File: src/rtl/mem_ctrl_pkg.sv
// mem_ctrl_pkg: shared states, opcodes, fault codes and instruction field positions
package mem_ctrl_pkg;

  typedef enum logic [2:0] {
    S_IDLE,
    S_DECODE,
    S_ADDR,
    S_MEM,
    S_WB,
    S_DONE
  } state_t;

  localparam logic [5:0] OP_LW = 6'b100011;
  localparam logic [5:0] OP_SW = 6'b101011;

  localparam logic [1:0] FLT_NONE    = 2'b00;
  localparam logic [1:0] FLT_ILLEGAL = 2'b01;
  localparam logic [1:0] FLT_ALIGN   = 2'b10;
  localparam logic [1:0] FLT_TIMEOUT = 2'b11;

  localparam int OP_HI  = 31;
  localparam int OP_LO  = 26;
  localparam int RS_HI  = 25;
  localparam int RS_LO  = 21;
  localparam int RT_HI  = 20;
  localparam int RT_LO  = 16;
  localparam int IMM_HI = 15;
  localparam int IMM_LO = 0;

endpackage

File: src/rtl/addr_gen.sv
// addr_gen: effective address = base + sign-extended imm16, with word-misalign flag
module addr_gen (
  input  logic [31:0] i_base,
  input  logic [15:0] i_imm,
  output logic [31:0] o_sum,
  output logic        o_misalign
);

  assign o_sum      = i_base + {{16{i_imm[15]}}, i_imm};
  assign o_misalign = |o_sum[1:0];

endmodule

File: src/rtl/mem_access_ctrl.sv
// mem_access_ctrl: one-at-a-time load/store sequencer between issue, register file and data memory
module mem_access_ctrl
  import mem_ctrl_pkg::*;
#(
  parameter int TIMEOUT = 15
) (
  input  logic        clk,
  input  logic        reset,
  input  logic        start,
  input  logic [31:0] instruction,
  output logic [4:0]  rf_raddr1,
  output logic [4:0]  rf_raddr2,
  input  logic [31:0] rf_rdata1,
  input  logic [31:0] rf_rdata2,
  output logic        rf_we,
  output logic [4:0]  rf_waddr,
  output logic [31:0] rf_wdata,
  output logic        mem_req,
  output logic        mem_we,
  output logic [31:0] mem_addr,
  output logic [31:0] mem_wdata,
  input  logic [31:0] mem_rdata,
  input  logic        mem_ack,
  output logic        busy,
  output logic        done,
  output logic [1:0]  fault
);

  state_t      r_state;
  state_t      w_next;
  logic [31:0] r_instr;
  logic [31:0] r_rdata;
  logic [31:0] r_mem_addr;
  logic [31:0] r_mem_wdata;
  logic        r_mem_we;
  logic [7:0]  r_cnt;
  logic [1:0]  r_fault;
  logic [5:0]  w_op;
  logic [4:0]  w_rs;
  logic [4:0]  w_rt;
  logic [15:0] w_imm;
  logic        w_is_sw;
  logic        w_legal;
  logic        w_timeout;
  logic [31:0] w_sum;
  logic        w_misalign;
  logic        w_rd_phase;

  assign w_op       = r_instr[OP_HI:OP_LO];
  assign w_rs       = r_instr[RS_HI:RS_LO];
  assign w_rt       = r_instr[RT_HI:RT_LO];
  assign w_imm      = r_instr[IMM_HI:IMM_LO];
  assign w_is_sw    = w_op == OP_SW;
  assign w_legal    = w_is_sw || w_op == OP_LW;
  assign w_timeout  = r_cnt == 8'(TIMEOUT - 1);
  assign w_rd_phase = r_state == S_DECODE || r_state == S_ADDR;

  addr_gen u_addr_gen (
    .i_base     (rf_rdata1),
    .i_imm      (w_imm),
    .o_sum      (w_sum),
    .o_misalign (w_misalign)
  );

  // state register
  always_ff @(posedge clk or negedge reset) begin
    if (!reset) r_state <= S_IDLE;
    else        r_state <= w_next;
  end

  // next-state: ack beats timeout in MEM; faults short-circuit to DONE
  always_comb begin
    w_next = r_state;
    case (r_state)
      S_IDLE:   w_next = start ? S_DECODE : S_IDLE;
      S_DECODE: w_next = w_legal ? S_ADDR : S_DONE;
      S_ADDR:   w_next = w_misalign ? S_DONE : S_MEM;
      S_MEM:    w_next = mem_ack ? (w_is_sw ? S_DONE : S_WB) : (w_timeout ? S_DONE : S_MEM);
      S_WB:     w_next = S_DONE;
      S_DONE:   w_next = S_IDLE;
      default:  w_next = S_IDLE;
    endcase
  end

  // datapath: instruction latch, address/data registers, wait counter, fault code
  always_ff @(posedge clk or negedge reset) begin
    if (!reset) begin
      r_instr     <= '0;
      r_rdata     <= '0;
      r_mem_addr  <= '0;
      r_mem_wdata <= '0;
      r_mem_we    <= 1'b0;
      r_cnt       <= '0;
      r_fault     <= FLT_NONE;
    end else begin
      if (r_state == S_IDLE && start) begin
        r_instr <= instruction;
        r_fault <= FLT_NONE;
      end
      if (r_state == S_DECODE && !w_legal) r_fault <= FLT_ILLEGAL;
      if (r_state == S_ADDR) begin
        r_cnt <= '0;
        if (w_misalign) begin
          r_fault <= FLT_ALIGN;
        end else begin
          r_mem_addr  <= w_sum;
          r_mem_wdata <= w_is_sw ? rf_rdata2 : '0;
          r_mem_we    <= w_is_sw;
        end
      end
      if (r_state == S_MEM) begin
        if (mem_ack)        r_rdata <= mem_rdata;
        else if (w_timeout) r_fault <= FLT_TIMEOUT;
        else                r_cnt   <= r_cnt + 8'd1;
      end
      if (r_state == S_DONE) begin
        r_mem_addr  <= '0;
        r_mem_wdata <= '0;
        r_mem_we    <= 1'b0;
        r_cnt       <= '0;
      end
    end
  end

  assign rf_raddr1 = w_rd_phase ? w_rs : '0;
  assign rf_raddr2 = w_rd_phase ? w_rt : '0;
  assign rf_we     = r_state == S_WB && w_rt != 5'd0;
  assign rf_waddr  = r_state == S_WB ? w_rt : '0;
  assign rf_wdata  = r_state == S_WB ? r_rdata : '0;
  assign mem_req   = r_state == S_MEM;
  assign mem_we    = r_mem_we;
  assign mem_addr  = r_mem_addr;
  assign mem_wdata = r_mem_wdata;
  assign busy      = r_state != S_IDLE;
  assign done      = r_state == S_DONE;
  assign fault     = r_fault;

endmodule

File: config.mk
export PLATFORM = sky130hd
export DESIGN_NAME = mem_access_ctrl
export DESIGN_NICKNAME = d
export VERILOG_FILES = /design/src/rtl/mem_ctrl_pkg.sv /design/src/rtl/addr_gen.sv /design/src/rtl/mem_access_ctrl.sv
export SDC_FILE = /design/constraint.sdc
export NUM_CORES = 1
export LEC_CHECK = 0
export BUFFER_PORTS_ARGS = -buffer_cell sky130_fd_sc_hd__buf_2
export CAP_MARGIN = 40
export CORE_ASPECT_RATIO = 0.75
export CORE_UTILIZATION = 46
export CTS_BUF_LIST = sky130_fd_sc_hd__clkbuf_16
export DETAILED_ROUTE_END_ITERATION = 7
export PLACE_DENSITY = 0.77
export SLEW_MARGIN = 0
export SYNTH_ARGS = -nofsm -noshare
export SYNTH_HDL_FRONTEND = slang
export SYNTH_SLANG_ARGS = --single-unit
File: constraint.sdc
create_clock -name clk -period 2.5 [get_ports clk]
set_input_delay 0.125 -clock clk [delete_from_list [all_inputs] [get_ports clk]]
set_output_delay 0.125 -clock clk [all_outputs]
set_load 0.01 [all_outputs]
==> flow_metrics.env <==
export IMPL_dr_first_iter_drc_count=414
export IMPL_die_h_microns=112
export IMPL_dr_pass1_iters=5
export IMPL_ys_types=66
export IMPL_drc=0
export IMPL_worstPathMaxFanout=4
export IMPL_finalSetupTns_ps=-21.6
export IMPL_synth_top_area_share_pct=47.7
export IMPL_rows=39
export IMPL_clockBufferDepth=2
export IMPL_finalPower_mw=10.6
export IMPL_start_util_pct=48.0
export IMPL_worst_pin_slew_ps=582
export IMPL_grt_usage_pct=29.3
export IMPL_min_period_over_period_pct=101
export IMPL_ios=250
export IMPL_design_core_area_sq_um=15500
export IMPL_first_global_vias=7584
export IMPL_p_leak_nw=5.87
export IMPL_syn_inst=759
export IMPL_synth_area_leaders="dfrtp_1, nand2_1, ha_1, and2_1, mux2_1"
export IMPL_violations="negative setup slack"
export IMPL_slowest_delay_ps=380
export IMPL_async_reset_ff_share_pct=100
export IMPL_routedWlPerCell_microns=17.7
export IMPL_dpl_cell_count=1236
export IMPL_final_common_cell="buf_2"
export IMPL_worstPathArrival_ps=2810
export IMPL_nNetsFinal=1317
export IMPL_path_cells="ha_2 -> fa_2 -> a21o_1 -> a311o_1 -> o211ai_2 -> o21ai_2 -> a31oi_4 -> nor4_2 -> or3_1"
export IMPL_slowest_stage="dfrtp_1"
export IMPL_setup_violations=1
export IMPL_num_vias=7421
export IMPL_hold_viol=0
export IMPL_slew_viol_final=0
export IMPL_finalCriticalPeriod_ps=2520
export IMPL_finalHoldWorstSlack_ps=14.2
export IMPL_yosysWarnings=0
export IMPL_layout_area_overhead_vs_synth_pct=50.5
export IMPL_avgViaCountPerCell=5.42
export IMPL_htree_levels=4
export IMPL_final_cell_mix="buf_2, dfrtp_1, nand2_1, dlygate4sd3_1, buf_4"
export IMPL_drive_gt1_share_pct=34.7
export IMPL_cts_root_buf="clkbuf_16"
export IMPL_wl_mm=24.2
export IMPL_worstPathRequired_ps=2790
export IMPL_yosys_area_top_type="dfrtp_1"
export IMPL_cts_buffers=17
export IMPL_dp_slack_ps=-62.7
export IMPL_status="complete, but fails checks"
export IMPL_hpwl_mm=15.4
export IMPL_skew_ps=7.97
export IMPL_rsz0062_at_grt="yes"
export IMPL_grt_pass1_wl_mm=38.2
export IMPL_grt_max_degree=57
export IMPL_cts_sinks=142
export IMPL_fmax_mhz=397
export IMPL_stdcell_count=1368
export IMPL_cap_violations=0
export IMPL_nFillCells=1095
export IMPL_antenna_found_initial=0
export IMPL_diodes=0
export IMPL_die_width_microns=149
export IMPL_synth_ff_type="dfrtp_1"
export IMPL_multi_input_area_sq_um=3990
export IMPL_dieArea_sq_um=16700
export IMPL_synth_edf_count=0
export IMPL_clk_pin_slew_worst_paths_ps=60
export IMPL_ir_worst_vdd_mv=0.517
export IMPL_synthesis_area_sq_um=7450
export IMPL_setup_ws_ps=-21.6
export IMPL_gp_congestion=0.995
export IMPL_synth_fp_nets=925
export IMPL_ys_seq_area_share_pct=47.7
export IMPL_powerDensity_nw_per_um2=946
export IMPL_avgSynthCellArea_sq_um=9.81
export IMPL_port_buffers=249
export IMPL_ant_nets=0
export IMPL_critPathLaunchType="flop"
export IMPL_hp_class="in2reg"
export IMPL_globalRouteOverflowTotal=0
export IMPL_cts_tree="yes"
export IMPL_relSlewSlack_pct=61.2
export IMPL_worstSetupPathType="reg2reg"
export IMPL_ff_latch_area_sq_um=3550
export IMPL_synth_ff_latch_count=142
export IMPL_endpoint_kind="flop"
export IMPL_clk_latency_ps=420
[cells by family (layout without fill, tap and decap cells)]
family | after synthesis | in the layout | share of synthesized area, %
AO/OA/AOI/OAI | 168 | 168 | 15.3
XOR/XNOR | 28 | 28 | 3.29
adder cells (fa/ha/maj) | 34 | 34 | 5.81
buffers and inverters | 48 | 452 | 2.74
flip-flops | 142 | 142 | 47.7
multiplexers | 36 | 36 | 5.48
AND/OR/NAND/NOR | 303 | 303 | 19.7
[cells in the mapped netlist, drive strengths merged, types with 15 or more instances]
| library cell | count |
|---|---|
| nand3 | 33 |
| and2 | 52 |
| a22o | 33 |
| clkbuf | 27 |
| ha | 33 |
| nand2 | 139 |
| dfrtp | 142 |
| o21ai | 47 |
| a21oi | 42 |
| mux2 | 35 |
| xor2 | 15 |
| nor2 | 25 |
[cell type report]
| type | instances | area share [%] |
|---|---|---|
| multi-input cells | 569 | 35.6 |
| flip-flops and latches | 142 | 31.7 |
| clock buffers | 17 | 3.79 |
| inverters | 8 | 0.268 |
| clock inverters | 14 | 1.56 |
| repair buffers | 413 | 24.8 |
| well taps | 205 | 2.29 |
[routing by layer]
metal | GRT usage [%] | up-vias | wire length, microns
met5 | 0 | - | 0
met4 | 9.93 | 0 | 526
met3 | 6.99 | 46 | 1780
met2 | 48.4 | 325 | 11600
met1 | 37.6 | 3569 | 10300
li1 | - | 3481 | -
[worst max-delay path, delay by kind of cell, from the launching register on]
family | cells | cell delay [ps]
adders and majority gates | 2 | 530
DFF | 1 | 380
AOI/OAI and AO/OA | 5 | 1080
and+or+nand+nor | 2 | 400
[flip-flops by register name, indices dropped and copies added (netlist names)]
signal     flops
fault          2
mem_addr      32
mem_wdata     32
mem_we         1
r_cnt          8
r_instr       32
r_rdata       32
r_state        3
[where the power goes]
| part | total, mW | internal, mW | switching, mW | leakage [nW] |
|---|---|---|---|---|
| sequential | 2.98 | 2.68 | 0.301 | 1.93 |
| clock | 2.61 | 1.65 | 0.966 | 0.292 |
| combinational | 5.01 | 2.26 | 2.75 | 3.66 |
[metrics by stage]
step / util (%) / cell area [sq um]
2_1_floorplan: - / 7450
3_3_place_gp: 60.1 / 9320
3_5_place_dp: 60.1 / 9320
4_1_cts: 70.4 / 10900
5_1_grt: 72.2 / 11200
6_report: 72.2 / 11200
[repair_timing]
action | 4_1_cts | 5_1_grt
hold buffers | 97 | 0
endpoints found under the setup margin | 8 | 15
pin swaps | 4 | 15
hold endpoints to repair | 149 | 0
resized for setup | 5 | 47
buffers inserted | 1 | 3
[worst paths after layout]
check                             from            end  slack (ps)  depth (start not counted)
setup / recovery            r_instr[0]   mem_addr[28]         -20                          9
hold / removal                 mem_ack       fault[1]          10                          2
setup reg to reg            r_instr[0]   mem_addr[28]         -20                          9
hold reg to reg            r_instr[28]    r_instr[28]         470                          2
max in group asynchronous        reset  mem_wdata[28]        1520                          3
min in group asynchronous        reset    mem_addr[6]         240                          2
(Power assumes the default switching activity.)
